[src/rtl/fp_div32.sv]
// fp_div32: iterative IEEE-754 single-precision divider, one quotient bit per
// clock by restoring mantissa division. Special operands (NaN, Inf, zero,
// flushed denormals) resolve in the accept cycle. Results are held in DONE
// until the consumer accepts them. The reservation-station tag rides along.
//
// Optional feature macro FPDIV_RNE_EN: when defined, two extra quotient bits
// are developed and PACK rounds to nearest-even. When undefined, the quotient
// is truncated (round toward zero).
//
// Handshake: a transfer happens on a rising edge where valid && ready are both
// high. in_ready is high only in IDLE. out_valid is high only in DONE and stays
// high, with stable data, until out_ready is seen.
module fp_div32 #(
  parameter int TAG_W = 4
) (
  input  logic             clk,
  input  logic             rst,
  input  logic             in_valid,
  output logic             in_ready,
  input  logic [31:0]      in_a,
  input  logic [31:0]      in_b,
  input  logic [TAG_W-1:0] in_tag,
  output logic             out_valid,
  input  logic             out_ready,
  output logic [31:0]      out_data,
  output logic [TAG_W-1:0] out_tag,
  output logic [3:0]       out_flags
);

`ifdef FPDIV_RNE_EN
  localparam int NQ = 26;
`else
  localparam int NQ = 24;
`endif

  typedef enum logic [1:0] {IDLE, DIV, PACK, DONE} state_t;
  state_t state, state_nxt;

  // Datapath registers. q drops the leading quotient bit, which is always 1.
  logic [25:0]   rem;
  logic [23:0]   mb;
  logic [NQ-2:0] q;
  logic [4:0]    cnt;
  logic [9:0]    expo;
  logic          sign;

  // Operand fields and classification, taken straight from the input ports.
  logic [7:0]  ea, eb;
  logic        a_nan, b_nan, a_inf, b_inf, a_zero, b_zero, special;
  logic        sign_ab, adj;
  logic [23:0] ma_in, mb_in;
  logic [9:0]  expo_init;
  logic [31:0] spec_data;
  logic [3:0]  spec_flags;

  assign ea      = in_a[30:23];
  assign eb      = in_b[30:23];
  assign a_nan   = (ea == 8'hFF) && (in_a[22:0] != 23'd0);
  assign b_nan   = (eb == 8'hFF) && (in_b[22:0] != 23'd0);
  assign a_inf   = (ea == 8'hFF) && (in_a[22:0] == 23'd0);
  assign b_inf   = (eb == 8'hFF) && (in_b[22:0] == 23'd0);
  assign a_zero  = (ea == 8'h00);
  assign b_zero  = (eb == 8'h00);
  assign special = a_nan | b_nan | a_inf | b_inf | a_zero | b_zero;
  assign sign_ab = in_a[31] ^ in_b[31];
  assign ma_in   = {1'b1, in_a[22:0]};
  assign mb_in   = {1'b1, in_b[22:0]};
  assign adj     = (ma_in < mb_in);
  // Two's-complement 10-bit arithmetic; interpreted as signed in PACK.
  assign expo_init = {2'b00, ea} - {2'b00, eb} + 10'd127 - {9'd0, adj};

  // Result of a special-operand division, priority-ordered.
  always_comb begin
    spec_data  = {sign_ab, 31'd0};
    spec_flags = 4'b0000;
    if (a_nan || b_nan || (a_zero && b_zero) || (a_inf && b_inf)) begin
      spec_data  = 32'h7FC0_0000;
      spec_flags = 4'b1000;
    end else if (b_zero) begin
      spec_data  = {sign_ab, 8'hFF, 23'd0};
      spec_flags = 4'b0100;
    end else if (a_inf) begin
      spec_data  = {sign_ab, 8'hFF, 23'd0};
    end
  end

  // Restoring step: the sign bit of the trial difference picks the quotient bit.
  logic [25:0] trial;
  assign trial = rem - {2'b00, mb};

  // Final rounding (optional) and range check of the packed result.
  logic [22:0] frac;
  logic [9:0]  expo_f;
  logic [31:0] pack_data;
  logic [3:0]  pack_flags;
`ifdef FPDIV_RNE_EN
  logic        rnd_up;
  logic [23:0] frac_sum;
  assign rnd_up   = q[1] & (q[0] | (rem != 26'd0) | q[2]);
  assign frac_sum = {1'b0, q[24:2]} + {23'd0, rnd_up};
  assign frac     = frac_sum[22:0];
  assign expo_f   = expo + {9'd0, frac_sum[23]};
`else
  assign frac     = q[22:0];
  assign expo_f   = expo;
`endif

  // Overflow saturates to Inf, underflow flushes to zero.
  always_comb begin
    pack_data  = {sign, expo_f[7:0], frac};
    pack_flags = 4'b0000;
    if ($signed(expo_f) >= 10'sd255) begin
      pack_data  = {sign, 8'hFF, 23'd0};
      pack_flags = 4'b0010;
    end else if ($signed(expo_f) <= 10'sd0) begin
      pack_data  = {sign, 31'd0};
      pack_flags = 4'b0001;
    end
  end

  // State register.
  always_ff @(posedge clk) begin
    if (rst) state <= IDLE;
    else     state <= state_nxt;
  end

  // Next-state logic.
  always_comb begin
    state_nxt = state;
    case (state)
      IDLE: if (in_valid) state_nxt = special ? DONE : DIV;
      DIV:  if (cnt == 5'd0) state_nxt = PACK;
      PACK: state_nxt = DONE;
      DONE: if (out_ready) state_nxt = IDLE;
      default: state_nxt = IDLE;
    endcase
  end

  assign in_ready  = (state == IDLE);
  assign out_valid = (state == DONE);

  // Datapath: latch operands, iterate the division, pack the result.
  always_ff @(posedge clk) begin
    if (rst) begin
      out_data  <= 32'd0;
      out_tag   <= '0;
      out_flags <= 4'd0;
      rem       <= 26'd0;
      mb        <= 24'd0;
      q         <= '0;
      cnt       <= 5'd0;
      expo      <= 10'd0;
      sign      <= 1'b0;
    end else begin
      case (state)
        IDLE: if (in_valid) begin
          out_tag <= in_tag;
          sign    <= sign_ab;
          if (special) begin
            out_data  <= spec_data;
            out_flags <= spec_flags;
          end else begin
            rem  <= adj ? {1'b0, ma_in, 1'b0} : {2'b00, ma_in};
            mb   <= mb_in;
            expo <= expo_init;
            cnt  <= 5'(NQ - 1);
            q    <= '0;
          end
        end
        DIV: begin
          q   <= {q[NQ-3:0], ~trial[25]};
          rem <= trial[25] ? (rem << 1) : (trial << 1);
          cnt <= cnt - 5'd1;
        end
        PACK: begin
          out_data  <= pack_data;
          out_flags <= pack_flags;
        end
        default: ;
      endcase
    end
  end

endmodule

[config.mk]
export PLATFORM = sky130hd
export DESIGN_NAME = fp_div32
export DESIGN_NICKNAME = d
export VERILOG_FILES = /design/src/rtl/fp_div32.sv
export SDC_FILE = /design/constraint.sdc
export NUM_CORES = 1
export LEC_CHECK = 0
export ABC_AREA = 1
export CORE_MARGIN = 1
export CORE_UTILIZATION = 60
export DETAILED_ROUTE_END_ITERATION = 16
export GPL_ROUTABILITY_DRIVEN = 1
export PLACE_DENSITY = 0.86
export SYNTH_ARGS = -nofsm -noshare
export SYNTH_HDL_FRONTEND = slang
export SYNTH_SLANG_ARGS = --single-unit
export TNS_END_PERCENT = 100
[constraint.sdc]
create_clock -name clk -period 8.6 [get_ports clk]
set_input_delay 1.29 -clock clk [delete_from_list [all_inputs] [get_ports clk]]
set_output_delay 1.29 -clock clk [all_outputs]
set_load 0.03 [all_outputs]
# [Word level (Yosys, flattened, before mapping)]
# Index checks and enable logic that the tools add are counted.
[word_totals] inputBits=72 ff_bits=131 output_inout_bits=42 word_cells=91
[op_classes] reduce_logical=24 eq_ne=10 n_lt_le_gt_ge=3 bitwise=8 n_mux=31 addsub=5
[ops] op="$mux W31" n=4
[ops] op="$mux W32" n=3
[ops] op="$mux W26" n=3
[ops] op="$pmux W32 S2" n=1
[ops] op="$pmux W26 S2" n=1
[ops] op="$logic_not A23 Y1" n=2
[ops] op="$mux W23" n=2
[ops] op="$pmux W23 S2" n=1
[ops] op="$reduce_bool A23 Y1" n=2
[ops] op="$sub A26 B24 Y26" n=1
[ops] op="$mux W25" n=1
[ops] op="$lt A24 B24 Y1" n=1
[ops] op="$eq A8 B8 Y1 const B" n=2
[ops] op="$logic_not A8 Y1" n=2
[ops] op="$mux W4" n=3
[ops] op="$reduce_and A3 Y1" n=4
[ops] op="$add A9 B8 Y10 const B" n=1
[ops] op="$ge A10 B9 Y1 const B" n=1
[ops] op="$le A10 B1 Y1 const B" n=1
[ops] op="$mux W2" n=5
[ops] op="$mux W5" n=2
[ops] op="$pmux W5 S2" n=1
[ops] op="$sub A10 B1 Y10" n=1
[ops] op="$sub A8 B8 Y9" n=1
[ops] op="other kinds (18)" n=35

# [Depth between registers and ports, before layout]
[depth] ltp_word=10 ltp_mapped=21

# [Worst setup path before layout]
# OpenSTA, ideal clock, no wires.
[synth_timing] path_kind="input to register" startpoint="input in_b[19]" endpoint="register expo[7]" setup_ps=125 setup_slack_ps=4521 stages=18 arrival_ps=3954 cell_sequence="inv_1 ha_1 nand2_1 nor3_1 and3_1 nand2_1 nand2_2 buf_2 ha_1 ha_1 inv_1 fa_1 o21ai_0 a21oi_1 o21bai_1 a21oi_1 o21ai_0 a21oi_1"
[synth_via] elab_chain_len=9
[synth_rtl] item="start: declaration" line_no="21" rtl="input logic [31:0] in_b,"
[synth_rtl] item="parallel branches: the longest is 9 deep, another holds $lt A24 B24 Y1"
[synth_rtl] item="end signal: assignment" line_no="165" rtl="expo <= expo_init;"
[synth_rtl] item="end: declaration" line_no="44" rtl="logic [9:0] expo;"
# Parallel ways; which one is timed is not known.
# A chain may end at the register's enable or synchronous reset.

# [Worst setup path in the final report]
[layout_timing] startpoint="input in_b[21]" endpoint="register expo[7]"
# The elaborated chain is that of the path after synthesis.

==> metrics.yaml <==
synth.cell_area_mm2: 0.00927
worstHoldPathType: "reg2reg"
switching_share: 0.513
place_area_mm2: 0.0104
reg2reg_depth: 6
yosys_warnings: 0
cts_root_buffer: "clkbuf_16"
grt_util_met3: 0.0586
tritoncts: "built"
drt-initial-drc-count: 932
synth-simple-area-share: 0.311
cts.reportedPaths.clkPinSlew_ps: 60
chipWidth_um: 126
r2r_slack_ps: 5220
path_cells: "clkdlybuf4s50_1 > inv_1 > ha_1 > nand3_1 > nor3_1 > and3_1 > nand2_1 > nand2_2 > ha_1 > ha_1 > inv_1 > fa_1 > o21ai_0 > a21oi_1 > o21bai_1 > a21oi_1 > o21ai_0 > a21oi_1"
clk_latency_ps: 430
synth_nets: 1584
regArea_mm2: 0.00262
dr.pass1.iters: 6
vias: 9766
die-height_um: 126
avgSynthCellArea_um2: 6.43
fmax_mhz: 194
cp_slowest_cell: "nand2_2"
io_pins: 114
n_antenna_cell: 0
synth_seq_cells: 131
powerDensity_mw_per_mm2: 429
route.detailed.drc: 0
portBuffers: 113
top_usage_layer: "met2"
crit_end: "expo[7]"
clk_path_buf_depth: 2
ant_nets: 0
met1_usage: 0.423
synthAdderAreaFrac: 0.0982
grt_pass1_vias: 8988
cap_violations: 0
area_delta_synth_final_pct: 18.6
crit_required_ps: 8900
start_util: 0.612
final_hold_viol_count: 0
holdPathStages: 1
die_area_mm2: 0.0160
worst_pin_slew_ps: 1270
cts_resized: 0
stdcell_count: 1724
min_period_ps: 5150
critPathLaunch: "in_b[21]"
rsz0062_at_grt: "false"
power.switching_mw: 2.42
gp_congestion: 0.951
antenna_found_initial: 0
critPathMaxFanout: 25
muxShareOfSynthArea: 0
multi_input_area_mm2: 0.00546
async_flop_share: 0
drive_gt1_frac: 0.0553
final.setup.tns_ps: 0
crit_type: "in2reg"
irDropWorstVdd_v: 0.000254
totalPowerFinal_mw: 4.71
numCtsBuffers: 17
path_depth: 18
grt_pass1_wl_um: 42800
clock_skew_ps: 11.3
post-route-period-util: 0.598
wl_um: 25700
crit_path_max_incr_delay_ps: 570
synth_compound_area_frac: 0.158
crit_path_end_kind: "flop"
critPathLaunchType: "input pin"
drv_slew: 0
critical_path.top_delay_family: "simple AND/OR/NAND/NOR gates"
ys_seq_area_frac: 0.283
cts.hold.buffers_added: 0
hpwl_um: 18800
synth-edff-count: 0
synth_top_family_by_area: "simple AND/OR/NAND/NOR gates"
synth.distinct_cells: 44
grt_use_total: 0.332
slew_headroom: 0.151
via_per_inst: 5.66
worst_r2r_endpoint: "frac[22]"
htree_levels: 4
comb_power_share: 0.640
use_met2: 0.554
nets: 1666
clock-sinks: 131
synthFlopType: "dfxtp_1"
rows: 45
synth_xor_area_frac: 0.0208
fillers: 1231
path_buf_inv: 3
grt_max_degree: 74
p_seq_frac: 0.203
crit_arrival_ps: 5450
routedWlPerCell_um: 14.9
dp.cells: 1692
r2r_start: "state[1]"
pwr-share-clk: 0.157
setup_violations: 0
syn_inst: 1441
status: "completed"
coreArea_mm2: 0.0151
fin_area_mm2: 0.0110
cts_setup_buffers: 0
leakagePower_nw: 5.39
grt_overflow_total: 0
p_int_mw: 2.29
==> worst reg2reg max path, cell delays in order (launching register included) <==
cell and delay [ps]:
dfxtp_1 340, inv_1 90, ha_1 940, inv_2 490, a21oi_2 1010, nand2_1 180
a21oi_1 250
==> cells by family (layout without fill, tap and decap cells) <==
| family | after synthesis | after routing |
|---|---|---|
| buf+inv | 300 | 395 |
| fa+ha+maj | 71 | 71 |
| xor+xnor | 22 | 22 |
| compound gates | 280 | 280 |
| flops | 131 | 131 |
| simple gates | 637 | 637 |
==> registers in the layout (all words and copies together) (netlist names) <==
signal and cells:
sign 1, out_tag 4, out_data 32, out_flags 4, expo 10, state 2
rem 26, mb 24, frac 23, cnt 5
==> how the worst min path moves through the flow <==
stage              from        to  slack, ps
2_1_floorplan    cnt[0]    cnt[0]        420
3_3_place_gp     cnt[0]    cnt[0]        440
3_5_place_dp     cnt[0]    cnt[0]        440
4_1_cts          cnt[0]    cnt[0]        450
5_1_grt        frac[16]  frac[16]        500
6_report         cnt[0]    cnt[0]        460
==> layout by cell type, fill, tap and decap left out, drive strengths merged, types with 34 or more instances in the layout <==
cell           count
a21oi            154
clkdlybuf4s50    113
dfxtp            131
ha                68
inv              250
nand2            337
nand3            143
nand4             34
nor2              94
o21ai            109
==> cell usage after synthesis (2+ instances only) <==
cell	count	area, µm²
nand2_1	312	1170
inv_1	240	901
a21oi_1	149	746
nand3_1	140	701
dfxtp_1	131	2620
o21ai_0	98	490
nor2_1	87	327
ha_1	68	851
nand4_1	33	206
clkbuf_1	29	109
nand2_2	21	131
buf_2	18	90.1
xor2_1	12	105
nand3b_1	11	82.6
o21ai_1	11	55.1
o21bai_1	10	75.1
xnor2_1	10	87.6
nor3_1	7	35.0
nor2_2	6	37.5
a21oi_2	5	43.8
inv_2	4	15.0
nand2_4	4	45.0
o21a_1	4	30.0
buf_4	3	22.5
fa_1	3	60.1
nor3_2	3	30.0
nor4_1	3	18.8
and3_1	2	12.5
nand3_4	2	35.0
==> metrics by stage <==
| stage | hold WS (ps) | setup WS (ps) | utilization |
|---|---|---|---|
| global route | 503 | 3050 | 0.726 |
| global placement | 440 | 3170 | 0.687 |
| floorplan | 422 | 4520 | - |
| detailed placement | 442 | 3070 | 0.687 |
| finish | 461 | 3450 | 0.726 |
| CTS | 454 | 3510 | 0.726 |
==> per-layer routing <==
metal | vias up | routed length (µm)
met5 | - | 0
met4 | 0 | 788
met3 | 64 | 1900
met2 | 426 | 12100
met1 | 4453 | 10900
li1 | 4823 | -
==> power groups by stage <==
stage / Clock (mW) / Sequential [mW] / Combinational, mW
finish: 0.741 / 0.958 / 3.02
global route: 0.767 / 0.982 / 3.37
CTS: 0.741 / 0.954 / 2.97
detailed placement: 0 / 0.961 / 2.94
global placement: 0 / 0.956 / 2.89
floorplan: 0 / 1.08 / 2.16
==> final cells by class <==
cell class | instances | area share
Clock inverter | 12 | 0.0134
Timing Repair Buffer | 117 | 0.106
Multi-Input combinational cell | 1010 | 0.496
Sequential cell | 131 | 0.238
Inverter | 246 | 0.0842
Clock buffer | 20 | 0.0406
Tap cell | 188 | 0.0214
(Power assumes the default switching activity.)
==> RTL change: new RTL, same settings <==
Add a define of `FPDIV_RNE_EN`.
--- a/src/rtl/fp_div32.sv
+++ b/src/rtl/fp_div32.sv
@@ -10,6 +10,8 @@
 // Handshake: a transfer happens on a rising edge where valid && ready are both
 // high. in_ready is high only in IDLE. out_valid is high only in DONE and stays
 // high, with stable data, until out_ready is seen.
+`define FPDIV_RNE_EN
+
 module fp_div32 #(
   parameter int TAG_W = 4
 ) (
Behaviour: no difference found for any inputs over 4 cycles, from zero or initial values and one cycle with rst high; that may be too few to reach the edited logic, so the function may still have changed.
==> RTL change against the unedited design <==
  * Area after synthesis grew 12%
  * Count of clock-buffer cells in the layout decreased by 2
  * Sequential cell count is 2 higher
  * Worst setup slack worse by 420 ps
  * Sequential power decreased by 13%
  * Combinational power is 20% lower
  * Synthesized cell count increased by 14%
  * Power decreased by 16%
  * Wire length grew 12%
  * Design area grew 9.7%
  * Utilization is 0.62 points lower
  * Clock power fell by 4.0%
==> RTL change: results (changes against the unedited design) <==
status finished clean; Synth cell types 46 (+4.5%); Slew Limit Headroom 0.335 (+0.184); DR WL met2 13,000 um (+7.2%); Syn Nets 1,793 (+13%); slowest stage cell on the critical path a21oi_2; clock skew 12.5 ps (+1.18 ps); largest net degree at the start of global routing 69 (-6.8%); Leakage 5.70 nW (+5.8%); vias in the first global route 10,100 (+12%); GRT Total Usage 0.331 (-0.00105); first-pass GRT wire length 47,800 um (+12%); hold slack 463 ps (+1.93 ps); initial drt markers 1,186 (+27%); Synth top cells by count 385 x nand2_1, 278 x inv_1, 167 x nand3_1; hold depth 2 (+1); Hold Startpoint out_data[6]; layout cells sized above 1 0.0575 (+0.00220); CP Launch Point in_b[15]; Top FF cell, synth dfxtp_1; WHS Endpoint out_data[6]; clock period minus final worst setup slack 5570 ps (+420 ps); R2R setup slack 4880 ps (-340 ps); Max rail drop VDD 0.204 mV (-20%); NumNets Final 1,871 (+12%); top cells by area, synth dfxtp_1 26%, nand2_1 14%, inv_1 10%; GR Util met3 0.0632 (+0.00454); Setup Slack @ Placement 2690 ps (-380 ps); final WL 28,700 um (+12%); vias per inst 5.62 (-0.79%); met3 wire length 2570 um (+35%); Final GP Congestion 0.926 (-2.6%); FF-to-FF path depth 20 (+14); reg2reg end out_data[25]; reported net switching power 2.05 mW (-15%); Post-Route M1 WL 12,700 um (+16%); Top delay family on crit path compound AO/OA/AOI/OAI gates; Critical Path AT 5920 ps (+470 ps); sequential area share after synthesis 0.257 (-0.0261); met2 usage 0.525 (-0.0295); DP Wirelength 21,600 um (+15%); Worst R2R Start q[10]; Largest stage delay, worst path 780 ps (+210 ps); Largest regs out_data: 32 flops, rem: 26 flops, q: 25 flops; GRT met1 Usage 0.460 (+0.0369); fill count 1,416 (+15%)
[RTL change: power by group through the flow]
stage / combinational (mW) / clock [mW] / sequential [mW]
6_report: 2.42 / 0.711 / 0.837
5_1_grt: 2.69 / 0.740 / 0.851
4_1_cts: 2.36 / 0.714 / 0.833
3_5_place_dp: 2.34 / 0 / 0.845
3_3_place_gp: 2.30 / 0 / 0.842
2_1_floorplan: 1.84 / 0 / 0.846
[RTL change: layout make-up]
class                      instances  area, sq um  area share
multi-input combinational       1170         6320       0.524
timing repair buffer             117         1160      0.0958
tap                              220          275      0.0228
inverter                         286         1070      0.0890
clock buffer                      18          439      0.0364
sequential                       133         2660       0.221
clock inverter                    14          135      0.0112
[RTL change: cells by family (layout without fill, tap and decap cells)]
group                    count (synthesis)  in the layout  share of synthesized area
AO/OA/AOI/OAI                          261            261                      0.132
XOR/XNOR                                43             43                     0.0363
adder cells (fa/ha/maj)                 74             74                     0.0914
buffers and inverters                  344            435                      0.134
flip-flops                             133            133                      0.257
AND/OR/NAND/NOR                        792            792                      0.350
[RTL change: worst reg2reg max path: stages (launching register included)]
cell	delay, ps
dfxtp_1	410
inv_1	120
nor3_1	230
nand3_2	150
nor2_4	130
nand2_2	100
nor2_1	180
nand3_1	120
nor3_1	200
ha_1	220
ha_1	220
nand3_1	110
nor2_1	140
nand2_1	110
xnor2_1	140
nand4_1	90
nand2_1	110
nand2_2	370
o21ai_0	260
nand2_1	120
a21oi_1	60
[RTL change: stage by stage]
step / power, mW / util / cells / instance area (sq um)
floorplan: 2.68 / - / 1647 / 10400
detailed placement: 3.18 / 0.686 / 1926 / 11500
CTS: 3.91 / 0.720 / 1958 / 12100
finish: 3.97 / 0.720 / 1958 / 12100
global placement: 3.14 / 0.686 / 1926 / 11500
global route: 4.28 / 0.720 / 1958 / 12100
